<file path="config.mk">
export PLATFORM = sky130hd
export DESIGN_NAME = coin_credit_bank
export DESIGN_NICKNAME = d
export VERILOG_FILES = /design/src/rtl/coin_credit_bank.sv
export SDC_FILE = /design/constraint.sdc
export NUM_CORES = 1
export LEC_CHECK = 0
export CELL_PAD_IN_SITES_DETAIL_PLACEMENT = 1
export CELL_PAD_IN_SITES_GLOBAL_PLACEMENT = 1
export CORE_MARGIN = 3
export CORE_UTILIZATION = 36
export DETAILED_ROUTE_END_ITERATION = 12
export PLACE_DENSITY = 0.81
export SKIP_LAST_GASP = 1
export SLEW_MARGIN = 20
export SYNTH_ARGS = -nofsm -noshare
export SYNTH_HDL_FRONTEND = slang
export SYNTH_SLANG_ARGS = --single-unit
</file>
<file path="constraint.sdc">
create_clock -name clock -period 3.2 [get_ports clock]
set_input_delay 0.32 -clock clock [delete_from_list [all_inputs] [get_ports clock]]
set_output_delay 0.32 -clock clock [all_outputs]
set_load 0.1 [all_outputs]
</file>
<file path="src/rtl/coin_credit_bank.sv">
// Coin acceptor and game credit bank: converts coins into paid games plus leftover credit.
// Optional COIN_DEBOUNCE_EN adds a QUALIFY state requiring a two-cycle stable coin before acceptance.
module coin_credit_bank #(
  parameter int GAME_COST = 4,
  parameter int MAX_GAMES = 7
) (
  input  logic       clock,
  input  logic       reset,
  input  logic [1:0] CoinValue,
  input  logic       CoinInserted,
  input  logic       consumeGame,
  output logic [3:0] NumGames,
  output logic [1:0] credit,
  output logic       drop,
  output logic       gameAvailable
);

`ifdef COIN_DEBOUNCE_EN
  typedef enum logic [1:0] {IDLE, QUALIFY, ACCEPT, WAIT_RELEASE} state_t;
`else
  typedef enum logic [1:0] {IDLE, ACCEPT, WAIT_RELEASE} state_t;
`endif

  localparam logic [3:0] COST = 4'(GAME_COST);
  localparam logic [4:0] LIMIT = 5'(MAX_GAMES);

  state_t     state, nextState;
  logic       prevInserted;
  logic       rise;
  logic       accept;
  logic [1:0] coinSel;
  logic [3:0] coinZm, sum, gamesAdd, afterConsume;
  logic [4:0] total;

`ifdef COIN_DEBOUNCE_EN
  logic [1:0] heldValue;
  assign coinSel = heldValue;
`else
  assign coinSel = CoinValue;
`endif

  // A coin qualifies only on a fresh insertion; value 00 never leaves IDLE.
  assign rise = CoinInserted && !prevInserted && (CoinValue != 2'b00);

  always_comb begin
    nextState = state;
    accept    = 1'b0;
    case (state)
      IDLE: if (rise) begin
`ifdef COIN_DEBOUNCE_EN
        nextState = QUALIFY;
`else
        nextState = ACCEPT;
        accept    = 1'b1;
`endif
      end
`ifdef COIN_DEBOUNCE_EN
      QUALIFY: begin
        if (CoinInserted && (CoinValue == heldValue)) begin
          nextState = ACCEPT;
          accept    = 1'b1;
        end else begin
          nextState = IDLE;
        end
      end
`endif
      ACCEPT:       nextState = WAIT_RELEASE;
      WAIT_RELEASE: if (!CoinInserted) nextState = IDLE;
      default:      nextState = IDLE;
    endcase
  end

  always_comb begin
    coinZm = 4'd0;
    case (coinSel)
      2'b01:   coinZm = 4'd1;
      2'b10:   coinZm = 4'd3;
      2'b11:   coinZm = 4'd5;
      default: coinZm = 4'd0;
    endcase
  end

  // Decrement is applied before the saturating add so a same-cycle consume frees a slot.
  assign sum          = {2'b00, credit} + coinZm;
  assign gamesAdd     = sum / COST;
  assign afterConsume = (consumeGame && NumGames != 4'd0) ? NumGames - 4'd1 : NumGames;
  assign total        = {1'b0, afterConsume} + {1'b0, gamesAdd};

  always_ff @(posedge clock) begin
    if (reset) begin
      state        <= IDLE;
      prevInserted <= 1'b1;
      NumGames     <= 4'd0;
      credit       <= 2'd0;
      drop         <= 1'b0;
`ifdef COIN_DEBOUNCE_EN
      heldValue    <= 2'b00;
`endif
    end else begin
      state        <= nextState;
      prevInserted <= CoinInserted;
      drop         <= accept && (gamesAdd != 4'd0);
`ifdef COIN_DEBOUNCE_EN
      if (state == IDLE) heldValue <= CoinValue;
`endif
      if (accept) begin
        credit   <= 2'(sum % COST);
        NumGames <= (total > LIMIT) ? LIMIT[3:0] : total[3:0];
      end else begin
        NumGames <= afterConsume;
      end
    end
  end

  assign gameAvailable = (NumGames != 4'd0);

endmodule

</file>
After elaboration in Yosys (flattened, before gate mapping). Index checks and enable logic that the tools add are counted.

Word-level logic and storage cells: 35. Input port bits: 6. Output and inout bits: 8. Flip-flop bits (word level): 10.

Muxes and demuxes: 9. Reductions and logical operators: 10. Equality and inequality tests: 7. Magnitude comparators: 1. Add/subtract/negate cells: 3.

Operators by type and width (number): 4-bit 2-to-1 mux (3); 3-bit case mux with 3 select lines (1); 4-bit nonzero test (2); 2-bit equality test, second input constant (3); 2-bit case mux with 3 select lines (1); 4-bit by 2-bit adder with 5-bit output (1); 5-bit by 3-bit > comparator with 1-bit output, second input constant (1); 2-bit by 4-bit adder with 4-bit output (1); 2-bit by 1-bit equality test with 1-bit output, second input constant (2); 1-bit logical AND (4); 2-bit 2-to-1 mux (2); 2-bit != test, second input constant (2); 4-bit by 1-bit subtractor with 4-bit output, second input constant (1); 2-bit zero test (1); 1-bit 2-to-1 mux (2); 2-bit AND reduction (1); 2-bit nonzero test (1); 1-bit zero test (1).

Longest topological paths before layout. Gate-level depths: netlist of run 1.

Depth after elaboration: 7. Gate-level depth with buffers: 10. Mapped depth without buffers: 10.

Worst setup path after synthesis of run 1. OpenSTA, ideal clock, no wires.

Path kind: register to register. Start point: register NumGames[0]. End point: register NumGames[2]. Period minus slack after synthesis: 2874 ps. Required time: 3108 ps. Cell stages (with the launch flop): 10. Data arrival time: 2782 ps. Library setup time: 92 ps. Buffers on the path: 0. Setup slack: 326 ps. Cell sequence: dfxtp_1 -> inv_1 -> ha_1 -> nor3b_1 -> o211ai_1 -> ha_1 -> inv_1 -> fa_1 -> o21a_1 -> o32ai_1.

Cells in the longest elaborated chain, start to end: 7. Elaborated cells on any way between the ends: 8. Classes of those cells: add/sub (2); order compare (1); mux (3); reduce/logical (2).

RTL lines: start, declared (RTL line 12) `output logic [3:0] NumGames,`; start signal, assigned (RTL line 108) `NumGames <= (total > LIMIT) ? LIMIT[3:0] : total[3:0];`; start signal, assigned (RTL line 110) `NumGames <= afterConsume;`; branches (longest 2 deep; another with 4-bit by 1-bit subtractor with 4-bit output); 4-bit 2-to-1 mux (*) (RTL line 86) `assign afterConsume = (consumeGame && NumGames != 4'd0) ? NumGames - 4'd1 : NumGames;`; 4-bit by 2-bit adder with 5-bit output (RTL line 87) `assign total = {1'b0, afterConsume} + {1'b0, gamesAdd};`; 5-bit by 3-bit > comparator with 1-bit output (RTL line 108); 4-bit 2-to-1 mux (RTL line 108); 4-bit 2-to-1 mux (*) (RTL line 106) `if (accept) begin`.

Every way passes the cells marked *. A chain may end at the register's enable or synchronous reset.

Final worst setup path of run 1.
Start point: input CoinValue[0]. End point: register NumGames[1].

Cells in the longest elaborated chain, start to end: 7. Elaborated cells on any way between the ends: 13. Classes of those cells: add/sub (2); order compare (1); eq/ne (3); mux (5); reduce/logical (2).

RTL lines: start, declared (RTL line 9) `input logic [1:0] CoinValue,`; 2-bit equality test / 2-bit by 1-bit equality test with 1-bit output (equally long branches) (RTL line 75) `case (coinSel)`; 3-bit case mux with 3 select lines (RTL line 75); 2-bit by 4-bit adder with 4-bit output (RTL line 84) `assign sum = {2'b00, credit} + coinZm;`; 4-bit by 2-bit adder with 5-bit output (RTL line 87); 5-bit by 3-bit > comparator with 1-bit output (RTL line 108); 4-bit 2-to-1 mux (RTL line 108); 4-bit 2-to-1 mux (*) (RTL line 106).

Every way passes the cells marked *; elsewhere a longest branch is shown, timed or not.

==> impl_metrics.tcl, run 1 <==
set metrics [dict create \
    cts_tree "built" \
    synth_seq_cells 10 \
    synth_largest_area_cell "dfxtp_1" \
    synth_most_common_cell "dfxtp_1" \
    antenna_found_initial 0 \
    finalCritPeriodShare_pct 90.9 \
    syn_nets 83 \
    synthArstFlopShare_pct 0 \
    r2r-start "NumGames[0]$_SDFF_PP0_" \
    postCtsHoldBufs 0 \
    p_total_uw 635 \
    syn_inst 70 \
    worstPathCellList "clkdlybuf4s50_1 > or2_2 > ha_1 > fa_1 > xnor2_1 > ha_1 > inv_1 > fa_1 > inv_1 > mux2i_1 > o22ai_1" \
    grt_busiest_layer "met2" \
    dpl.hpwl_um 1220 \
    initial_core_util_pct 41.0 \
    clk_latency_ns 0.26 \
    status "finished, final reports clean" \
    cp_top_family "adder cells" \
    grt-ovfl-total 0 \
    cellPowerDensity_mw_per_mm2 739 \
    die_w_um 49.1 \
    hold_depth 2 \
    met3_usage_pct 2.75 \
    setup.worst_path.end_class "register" \
    p_leak_uw 0.000366 \
    core_mm2 0.00163 \
    drt-vias-per-instance 5.07 \
    synthTopCellsByArea "dfxtp_1, ha_1, mux2i_1" \
    hold_start "credit[0]$_SDFFE_PP0P_" \
    layout_min_cycle_time_ns 2.91 \
    max-slew-margin-rel_pct 34.6 \
    via_count 558 \
    critPathBufInv 3 \
    pin_count 14 \
    ir_worst_vdd_mv 0.415 \
    syn-cell-area_um2 668 \
    cts-resized-gates 0 \
    grtUsageMet2_pct 22.8 \
    drv_cap 0 \
    crit_type "primary input to register" \
    cts_sinks 10 \
    grt_max_degree 11 \
    rsz0062_at_grt "false" \
    drv_slew 0 \
    cp.required_ns 3.33 \
    drive_above_1_share_pct 14.0 \
    ant_nets 0 \
    post_cts_buffers 0 \
    cp_max_fo 3 \
    drt_pass1_iterations 3 \
    cp_slowest_cell "fa_1" \
    clock.fmax_ghz 0.344 \
    die_y_um 49.1 \
    grtUsageTotal_pct 13.6 \
    hold_class "register to register" \
    finalHoldViolCount 0 \
    rows 14 \
    final_core_util_pct 52.7 \
    synth_cell_types 28 \
    grt_pass1_vias 566 \
    setup_tns_ns 0 \
    fin_skew_ns 0.00947 \
    arrival_ns 3.04 \
    detail_route.drc_violations 0 \
    gp_congestion 0.725 \
    synthTopCellsByCount "dfxtp_1, inv_1, nor2_1" \
    die-area_mm2 0.00241 \
    drt-total-wl_um 1480 \
    ys_seq_area_share_pct 30.0 \
    worstSetupStartpointType "primary input" \
    cts_root_buf "clkbuf_4" \
    wl_per_cell_um 13.4 \
    io_buffers 13 \
    synthesis.yosys.warnings 0 \
    ff2ff_setup_slack_ns 0.74 \
    cts.path.max_buffers 2 \
    synth-edff-count 0 \
    hold_path_end "credit[0]$_SDFFE_PP0P_" \
    grt_pass1_wl_um 2600 \
    area_growth_pct 28.5 \
    nets 100 \
    slowest_delay_ns 0.47 \
    synth_top_area_share_pct 30.0 \
    numCtsBuffers 3 \
    clk_pin_slew_ns 0.08 \
    diodes 0 \
    drtIter0Drc 2 \
    synthFlopType "dfxtp_1" \
    setup_viol 0 \
    htreeDepth 1 \
    met1_usage_pct 18.3 \
    fin_cells 110 \
    rr_worst_depth 9 \
    syn_avg_cell_area_um2 9.54 \
    placedCellCount 106 \
    timing.rr.end "NumGames[1]$_SDFF_PP0_" \
    worst_slew_pin_slew_ns 0.978 \
]
area by class of cell:
type,count,area [um^2]
clock buffer,4,36.3
fill,195,771
inverter,7,26.3
multi-input combinational,52,438
sequential,10,200
tap,24,30.0
timing repair buffer,13,128
kinds of logic after synthesis:
logic type	after synthesis	share of synthesized area [%]
xor+xnor	1	1.31
mux	6	9.18
simple gates	25	25.5
compound gates	13	14.2
flops	10	30.0
fa+ha+maj	7	15.4
buf+inv	8	4.49
worst min-delay path: stages, from the launching register on:
cell	delay, ns
dfxtp_1	0.36
mux2i_1	0.08
nor2_1	0.07
how the worst max path moves through the flow:
stage / startpoint / slack, ns / end / cells past startpoint
after floorplan: NumGames[0]$_SDFF_PP0_ / 0.33 / NumGames[2]$_SDFF_PP0_ / 9
after global placement: CoinValue[0] / 0.10 / NumGames[1]$_SDFF_PP0_ / 11
after detailed placement: CoinValue[0] / 0.02 / NumGames[1]$_SDFF_PP0_ / 11
after CTS: CoinValue[0] / 0.28 / NumGames[1]$_SDFF_PP0_ / 11
after global routing: CoinValue[0] / 0.14 / NumGames[2]$_SDFF_PP0_ / 10
final: CoinValue[0] / 0.29 / NumGames[1]$_SDFF_PP0_ / 11
cell usage in the layout, fill, tap and decap left out, types with 2 or more instances in the layout:
cell	synthesis	routed
ha_1	5	5
nand2_1	2	2
mux2i_1	5	5
inv_1	7	7
nor2_1	6	6
dfxtp_1	10	10
o22ai_1	2	2
nor4b_2	2	2
clkdlybuf4s50_1	0	12
clkbuf_4	0	3
nand4bb_1	2	2
or2_2	2	2
nor3b_1	2	2
nor2b_1	2	2
fa_1	2	2
o211ai_1	2	2
nand2b_1	4	4
o21a_1	2	2
a21o_1	2	2
flip-flops by register name, summed over array words and instances (netlist names):
register,count
drop,1
NumGames,4
state,2
prevInserted,1
credit,2
routing by layer:
| layer | up-vias | share of wire, % |
|---|---|---|
| met5 | - | 0 |
| met4 | 0 | 0 |
| met3 | 0 | 2.7 |
| met2 | 8 | 48 |
| met1 | 269 | 49 |
| li1 | 281 | - |
where the power goes:
group / leakage [uW] / switching (uW) / total, uW / internal [uW]
combinational: 0.000263 / 253 / 361 / 108
sequential: 0.0000815 / 20.9 / 160 / 139
clock: 0.0000210 / 44.7 / 114 / 68.9
through the flow:
step                worst slack [ns]  hold WS (ns)  cell area [um^2]
finish                         0.290         0.543               858
global route                   0.136         0.595               858
CTS                            0.276         0.555               858
detailed placement            0.0192         0.531               822
global placement               0.100         0.535               822
floorplan                      0.326         0.427               668
Power figures use the tool's default switching activity.
==> run 2: changes to the inputs <==
--- a/config.mk
+++ b/config.mk
@@ -12,7 +12,7 @@
 export DETAILED_ROUTE_END_ITERATION = 12
 export PLACE_DENSITY = 0.81
 export SKIP_LAST_GASP = 1
-export SLEW_MARGIN = 20
+export SLEW_MARGIN = 15
 export SYNTH_ARGS = -nofsm -noshare
 export SYNTH_HDL_FRONTEND = slang
 export SYNTH_SLANG_ARGS = --single-unit
==> constraint.sdc (replaced) <==
create_clock -name clock -period 3.2 [get_ports clock]
set_input_delay 0.32 -clock clock [delete_from_list [all_inputs] [get_ports clock]]
set_output_delay 0.32 -clock clock [all_outputs]
set_load 0.005 [all_outputs]
==> run 2 against run 1 <==
Compared with the run above:
- highest routed layer is now met4
- global-route usage grew 0.70 points
- sequential share of layout area shrank 0.068 points
- routed wire length grew 0.88%
- final area grew 0.29%
- sequential cell count is the same
- clock power grew 4%
- final cell count is the same
==> impl_metrics.tcl, run 2 (synthesis results as in run 1) <==
set metrics [dict create \
    initial_core_util_pct 41.0 \
    die_y_um 49.1 \
    via_count 572 \
    detail_route.drc_violations 0 \
    grt_pass1_vias 593 \
    fin_skew_ns 0.00612 \
    drv_slew 0 \
    timing.rr.end "NumGames[2]$_SDFF_PP0_" \
    final_cell_mix "clkdlybuf4s50_1, dfxtp_1, inv_1, nor2_1" \
    gp_congestion 0.720 \
    post_cts_buffers 0 \
    max-slew-margin-rel_pct 71.8 \
    finalInstanceArea_um2 861 \
    setup.worst_path.end_class "register" \
    fin_cells 110 \
    cp.required_ns 3.37 \
    cellPowerDensity_mw_per_mm2 563 \
    num-fill-cells 200 \
    cts-resized-gates 0 \
    cp_max_fo 3 \
    wl_per_cell_um 13.6 \
    pin_count 14 \
    clk_pin_slew_ns 0.08 \
    cp-startpoint "CoinValue[0]" \
    postPlaceCellArea_um2 825 \
    drt_pass1_iterations 4 \
    largest_register_ffs 4 \
    clock.fmax_ghz 0.349 \
    rsz0062_at_grt "false" \
    placedCellCount 106 \
    finalHoldViolCount 0 \
    grtUsageTotal_pct 14.3 \
    drt-total-wl_um 1490 \
    cts_root_buf "clkbuf_4" \
    clk_latency_ns 0.27 \
    diodes 0 \
    die_w_um 49.1 \
    cts_sinks 10 \
    worstSetupStartpointType "primary input" \
    drv_cap 0 \
    die-area_mm2 0.00241 \
    rows 14 \
    io_buffers 13 \
    antenna_found_initial 0 \
    seq_area_um2 200 \
    crit_type "primary input to register" \
    finalCritPeriodShare_pct 89.6 \
    htreeDepth 1 \
    cts.path.max_buffers 2 \
    dpl.hpwl_um 1160 \
    grt-ovfl-total 0 \
    nets 100 \
    drtIter0Drc 14 \
    ir_worst_vdd_mv 0.321 \
    biggestRegsByFlops "NumGames: 4 flops, credit: 2 flops, state: 2 flops" \
    grt_max_degree 11 \
    multi_input_area_um2 438 \
    drt-vias-per-instance 5.20 \
    worst_slew_pin_slew_ns 0.422 \
    ant_nets 0 \
    setup_tns_ns 0 \
    largest-register "NumGames" \
    drive_above_1_share_pct 12.8 \
    area_growth_pct 28.8 \
    rr_worst_depth 9 \
    cts_tree "built" \
    hold_class "register to register" \
    layout_min_cycle_time_ns 2.87 \
    arrival_ns 3.04 \
    setup_viol 0 \
    postCtsHoldBufs 0 \
    p_leak_uw 0.000364 \
    core_mm2 0.00163 \
    layout_commonest_cell "clkdlybuf4s50_1" \
    numCtsBuffers 3 \
    ff2ff_setup_slack_ns 0.71 \
    r2r-start "NumGames[0]$_SDFF_PP0_" \
    status "finished, final reports clean" \
    grt_pass1_wl_um 2690 \
    crit_end "NumGames[2]$_SDFF_PP0_" \
]
[run 2: cell count changes in the layout (fill, tap and decap cells not counted)]
| cell | change |
|---|---|
| clkdlybuf4s50_1 | +1 |
| buf_4 | -1 |
[run 2: how the worst min path moves through the flow]
stage,startpoint,endpoint,depth (start not counted)
after detailed placement,credit[0]$_SDFFE_PP0P_,credit[0]$_SDFFE_PP0P_,2
after global routing,credit[0]$_SDFFE_PP0P_,credit[0]$_SDFFE_PP0P_,2
after CTS,credit[0]$_SDFFE_PP0P_,credit[0]$_SDFFE_PP0P_,2
after global placement,credit[0]$_SDFFE_PP0P_,credit[0]$_SDFFE_PP0P_,2
final,credit[0]$_SDFFE_PP0P_,credit[0]$_SDFFE_PP0P_,2
after floorplan,CoinInserted,prevInserted$_SDFF_PP1_,1
[run 2: stage by stage]
stage	hold WS [ns]	setup slack [ns]	utilization, %	power, uW
floorplan	0.427	0.720	-	286
global placement	0.523	0.0955	50.6	360
detailed placement	0.540	0.0414	50.6	370
CTS	0.559	0.326	52.8	490
global route	0.600	0.183	52.8	523
finish	0.547	0.333	52.8	484
[run 2: power breakdown]
| part | switching [uW] | leakage [uW] | internal [uW] |
|---|---|---|---|
| clock network | 49.0 | 0.0000210 | 69.1 |
| logic | 95.2 | 0.000262 | 112 |
| registers | 20.8 | 0.0000815 | 139 |
| total | 165 | 0.000364 | 319 |
[run 2: cell type report]
cell class              instances  area share, %
clock buffers                   4           4.22
repair buffers                 13           15.1
well taps                      24           3.49
flip-flops and latches         10           23.3
inverters                       7           3.05
multi-input cells              52           50.9
[run 2: routing by layer]
layer	vias to the layer above	global-route usage [%]	share of wire, %
li1	281	-	-
met1	276	18.1	45
met2	11	23.2	49
met3	4	2.14	3.7
met4	0	7.11	1.7
met5	-	0	0
[run 2: worst max-delay path, stage by stage]
cell and delay (ns):
clkdlybuf4s50_1 0.44, or2_2 0.34, ha_1 0.22, fa_1 0.38, xnor2_1 0.25, ha_1 0.21
inv_1 0.05, fa_1 0.40, o21a_1 0.21, o32ai_1 0.20
==> RTL edit 1: new RTL, config.mk and constraints of run 2 <==
Re-encode `state_t` (3 states) as one-hot, 3 bits wide.
--- a/src/rtl/coin_credit_bank.sv
+++ b/src/rtl/coin_credit_bank.sv
@@ -18,7 +18,7 @@
 `ifdef COIN_DEBOUNCE_EN
   typedef enum logic [1:0] {IDLE, QUALIFY, ACCEPT, WAIT_RELEASE} state_t;
 `else
-  typedef enum logic [1:0] {IDLE, ACCEPT, WAIT_RELEASE} state_t;
+  typedef enum logic [2:0] {IDLE = 3'b001, ACCEPT = 3'b010, WAIT_RELEASE = 3'b100} state_t;
 `endif
 
   localparam logic [3:0] COST = 4'(GAME_COST);
Behaviour: no difference found for any inputs over 10 cycles, from zero or initial values and one cycle with reset high; not proved beyond that.
==> RTL edit 1 against run 2 <==
Synthesized area shrank 2.2%. Sequential cell count grew 1. Power shrank 1.2%. Combinational power grew 2%. Register-to-register slack lost 0.32 ns. Final area shrank 3.5%. Critical path depth grew 2. Setup slack gained 0.053 ns. Wire length shrank 2.3%. Die area shrank 2.0%.
==> RTL edit 1: results (changes against run 2) <==
hold_depth: 1  # -1
cts_root_buffer: "clkbuf_4"
grt_pass1_vias: 591  # -0.34%
yosysWarnings: 0  # unchanged
grt_pass1_wl_mm: 2.504  # -6.9%
reg2reg_depth: 12  # +3
ys_seq_area_share_pct: 33.72  # +3.8 points
ys_types: 28  # unchanged
worst_r2r_endpoint: "NumGames[1]$_SDFF_PP0_"
hold_path_startpoint: "state[0]$_SDFFE_PP1P_"
synth_area_leaders: "dfxtp_1 (34%), ha_1 (9.6%), fa_1 (6.1%)"
reg2reg_slack_ns: 0.39  # -0.32 ns
switching_share_pct: 34.92  # +0.87 points
dpl_cell_area_um2: 804.5  # -2.4%
post-route-period-util_pct: 87.92  # -1.7 points
status: "finished, final reports clean"
routabilityCongestion: 0.6508  # -9.6%
synth_nets: 84  # +1.2%
clock_skew_ns: 0.003507  # -0.002616 ns
first_pass_iters: 4  # unchanged
drive_gt1_share_pct: 10.47  # -2.3 points
synth_common_cells: "dfxtp_1 (11), nor2_1 (9), inv_1 (8)"
peakVddDrop_mv: 0.2756  # -14%
start_util_pct: 40.53  # -0.49 points
path_max_fanout: 4  # +1
reg_top3: "NumGames (4), state (3), credit (2)"
worst_slew_pin_slew_ns: 0.3650  # -0.05655 ns
num-nets-final: 100  # unchanged
arrival_ns: 2.95  # -0.09 ns
antennaDiodeCount: 0  # unchanged
grt_max_degree: 10  # -1
dr_total_vias: 555  # -3.0%
holdPathEnd: "state[2]$_SDFFE_PP0P_"
p_leak_nw: 0.3595  # -1.4%
drt-initial-drc-count: 8  # -6
place_hpwl_mm: 1.241  # +6.6%
clk_latency_ns: 0.27  # about the same
wl_per_cell_um: 13.25  # -2.3%
h-tree-depth: 1  # unchanged
grt_usage_pct: 13.93  # -0.35 points
-- RTL edit 1: power by group through the flow --
| stage | Clock, W | Combinational, W | Sequential [W] |
|---|---|---|---|
| 2_1_floorplan | 0 | 0.000129 | 0.000173 |
| 3_3_place_gp | 0 | 0.000201 | 0.000174 |
| 3_5_place_dp | 0 | 0.000217 | 0.000175 |
| 4_1_cts | 0.000103 | 0.000218 | 0.000172 |
| 5_1_grt | 0.000107 | 0.000239 | 0.000174 |
| 6_report | 0.0000963 | 0.000211 | 0.000171 |
-- RTL edit 1: logic make-up (layout without fill, tap and decap cells) --
group                      count (synthesis)  after routing  synth area share, %
AOI/OAI and AO/OA                         10             10                10.34
adders and majority gates                  7              7                15.71
buffers and inverters                     10             25                5.938
xor gates and xnor gates                   2              2                2.682
DFF                                       11             11                33.72
and+or+nand+nor                           27             27                25.29
muxes                                      4              4                6.322
-- RTL edit 1: cell type report --
class	count	area, µm²
inverter	8	30.03
clock buffer	4	26.28
timing repair buffer	13	130.1
multi-input combinational	50	394.1
sequential	11	220.2
fill	196	780.7
tap	24	30.03
-- RTL edit 1: how the worst max path moves through the flow --
stage / from / end / slack [ns]
3_5_place_dp: CoinValue[0] / NumGames[1]$_SDFF_PP0_ / 0.09
4_1_cts: NumGames[0]$_SDFF_PP0_ / NumGames[1]$_SDFF_PP0_ / 0.33
6_report: NumGames[0]$_SDFF_PP0_ / NumGames[1]$_SDFF_PP0_ / 0.39
3_3_place_gp: CoinValue[0] / NumGames[2]$_SDFF_PP0_ / 0.23
2_1_floorplan: NumGames[0]$_SDFF_PP0_ / NumGames[1]$_SDFF_PP0_ / 0.60
5_1_grt: NumGames[0]$_SDFF_PP0_ / NumGames[1]$_SDFF_PP0_ / 0.21
-- RTL edit 1: layer usage --
metal / vias to the layer above / share of wire, % / GRT usage (%)
met5: - / 0 / 0
met4: 0 / 1.6 / 5.687
met3: 4 / 4.2 / 4.908
met2: 13 / 49 / 25.46
met1: 265 / 45 / 14.37
li1: 273 / - / -
-- RTL edit 1: worst max-delay path, stage by stage, from the launching register on --
cell and delay (ns):
dfxtp_1 0.36, inv_1 0.07, ha_1 0.20, or3b_2 0.48
nand2_1 0.14, nor2_1 0.06, a21oi_1 0.29, inv_1 0.08
ha_1 0.28, a21oi_1 0.06, or4b_1 0.48, nand2_2 0.10
a221oi_1 0.08
-- RTL edit 1: through the flow --
step | setup WS (ns) | std cells | hold WS, ns
after detailed placement | 0.09400 | 106 | 0.4295
after floorplan | 0.6007 | 71 | 0.4104
after global placement | 0.2311 | 106 | 0.4174
final | 0.3864 | 110 | 0.4356
after CTS | 0.3309 | 110 | 0.4403
after global routing | 0.2063 | 110 | 0.4784
==> RTL edit 2: new RTL, flow settings as in run 2 <==
Made on the original files. The option `COIN_DEBOUNCE_EN` is turned on by a define.
--- a/src/rtl/coin_credit_bank.sv
+++ b/src/rtl/coin_credit_bank.sv
@@ -1,5 +1,7 @@
 // Coin acceptor and game credit bank: converts coins into paid games plus leftover credit.
 // Optional COIN_DEBOUNCE_EN adds a QUALIFY state requiring a two-cycle stable coin before acceptance.
+`define COIN_DEBOUNCE_EN
+
 module coin_credit_bank #(
   parameter int GAME_COST = 4,
   parameter int MAX_GAMES = 7
Behaviour: not the same (Yosys sat finds a counterexample within 4 cycles, from zero or initial values and one cycle with reset high).
==> RTL edit 2 against run 2 <==
Synthesized cell count rose by 19%. Wire length rose by 19%. Setup slack improved by 0.068 ns. Hold slack improved by 0.0028 ns. Final area rose by 12%. Power rose by 26%. Sequential cell count rose by 2. Synthesized area rose by 15%. Largest cell class unchanged. Largest power group unchanged. Highest routed layer unchanged.
==> RTL edit 2: results (changes against run 2) <==
post_cts_resized: 0  # unchanged
holdPathEnd: "coinSel[1]$_SDFFE_PP0N_"
cpPeakStageDelay_ns: 0.41  # -0.03 ns
grt_antenna_before_repair: 0  # unchanged
cp-endpoint: "NumGames[2]$_SDFF_PP0_"
p_leak_nw: 0.4117  # +13%
cts.path.max_buffers: 2  # unchanged
drt-initial-drc-count: 3  # -11
reg2reg_slack_ns: 0.40  # -0.31 ns
regMostFlops: "NumGames"
place_hpwl_mm: 1.385  # +19%
synth_common_cells: "dfxtp_1 (12), nor2_1 (10), inv_1 (8)"
largest_reg_flops: 4  # unchanged
cp_top_family: "adder cells"
critical_path.slowest_cell: "fa_1"
path_max_fanout: 5  # +2
grt_usage_pct: 15.64  # +1.4 points
first_pass_iters: 5  # +1
synth_compound_area_share_pct: 17.24  # +3.0 points
routabilityCongestion: 0.7724  # +7.2%
synth_nets: 96  # +16%
dr_total_vias: 637  # +11%
grt_max_degree: 13  # +2
grt_pass1_wl_mm: 3.029  # +13%
grt_pass1_vias: 674  # +14%
clk_latency_ns: 0.29  # +0.02 ns
clock_skew_ns: 0.001772  # -0.004351 ns
fillers: 240  # +20%
min_path_type: "register to register"
clk_pin_slew_worst_paths_ns: 0.08  # about the same
h-tree-depth: 1  # unchanged
num-nets-final: 112  # +12%
yosysWarnings: 0  # unchanged
crit_start: "coinSel[0]$_SDFFE_PP0N_"
synthMuxAreaShare_pct: 7.154  # -2.0 points
async_flop_share_pct: 0  # unchanged
hold_depth: 2  # unchanged
numCtsBuffers: 3  # unchanged
ys_seq_area_share_pct: 31.22  # +1.3 points
ys_types: 30  # +7.1%
synth_xor_area_share_pct: 4.553  # +3.2 points
cts_root_buffer: "clkbuf_4"
drive_gt1_share_pct: 15.31  # +2.5 points
cts_setup_buffers: 0  # unchanged
io_buffer_count: 13  # unchanged
peakVddDrop_mv: 0.2822  # -12%
routed_wl_mm: 1.780  # +19%
synth_area_leaders: "dfxtp_1 (31%), ha_1 (8.1%), a221oi_2 (5.9%)"
yosys.area_share.adder_pct: 13.33  # -2.0 points
reg2reg_depth: 10  # +1
status: "finished, final reports clean"
hold_path_startpoint: "coinSel[1]$_SDFFE_PP0N_"
worst_slew_pin_slew_ns: 0.5946  # +0.1730 ns
antennaDiodeCount: 0  # unchanged
-- RTL edit 2: tightest hold or removal path: stages (launching register included) --
cell and delay [ns]:
dfxtp_1 0.35, o21ai_0 0.09, a21oi_1 0.06
-- RTL edit 2: cell type report --
cell class | count | area, µm² | share of cell area (%)
inverter | 8 | 30.03 | 3.125
timing repair buffer | 13 | 130.1 | 13.54
tap | 27 | 33.78 | 3.516
multi-input combinational | 61 | 490.5 | 51.04
clock buffer | 4 | 36.28 | 3.776
sequential | 12 | 240.2 | 25.00
-- RTL edit 2: kinds of logic (layout without fill, tap and decap cells) --
logic type	Yosys count	count (layout)
DFF	12	12
buffers and inverters	10	25
xor gates and xnor gates	4	4
and+or+nand+nor	27	27
muxes	5	5
AOI/OAI and AO/OA	18	18
adders and majority gates	7	7
-- RTL edit 2: report_power, final --
group	switching [W]	total (W)	internal (W)	leakage, nW
logic	0.000132	0.000293	0.000161	0.293
registers	0.0000216	0.000189	0.000167	0.0978
clock network	0.0000590	0.000128	0.0000694	0.0210
total	0.000213	0.000610	0.000397	0.412
-- RTL edit 2: per-stage QoR --
stage	instance area, µm²	hold WS [ns]	worst slack [ns]	power, W	cells
after floorplan	769.5	0.3862	0.6596	0.0003829	83
after global placement	924.6	0.5148	0.5433	0.0004704	121
after detailed placement	924.6	0.5371	0.3825	0.0004888	121
after CTS	960.9	0.5502	0.3520	0.0006193	125
after global routing	960.9	0.6063	0.1799	0.0006639	125
final	960.9	0.5501	0.4012	0.0006104	125
-- RTL edit 2: layer usage --
layer	global-route usage [%]	wire length [µm]	vias to the layer above
li1	-	-	317
met1	17.05	711	301
met2	28.24	948	14
met3	2.564	79	5
met4	8.936	41	0
met5	0	0	-
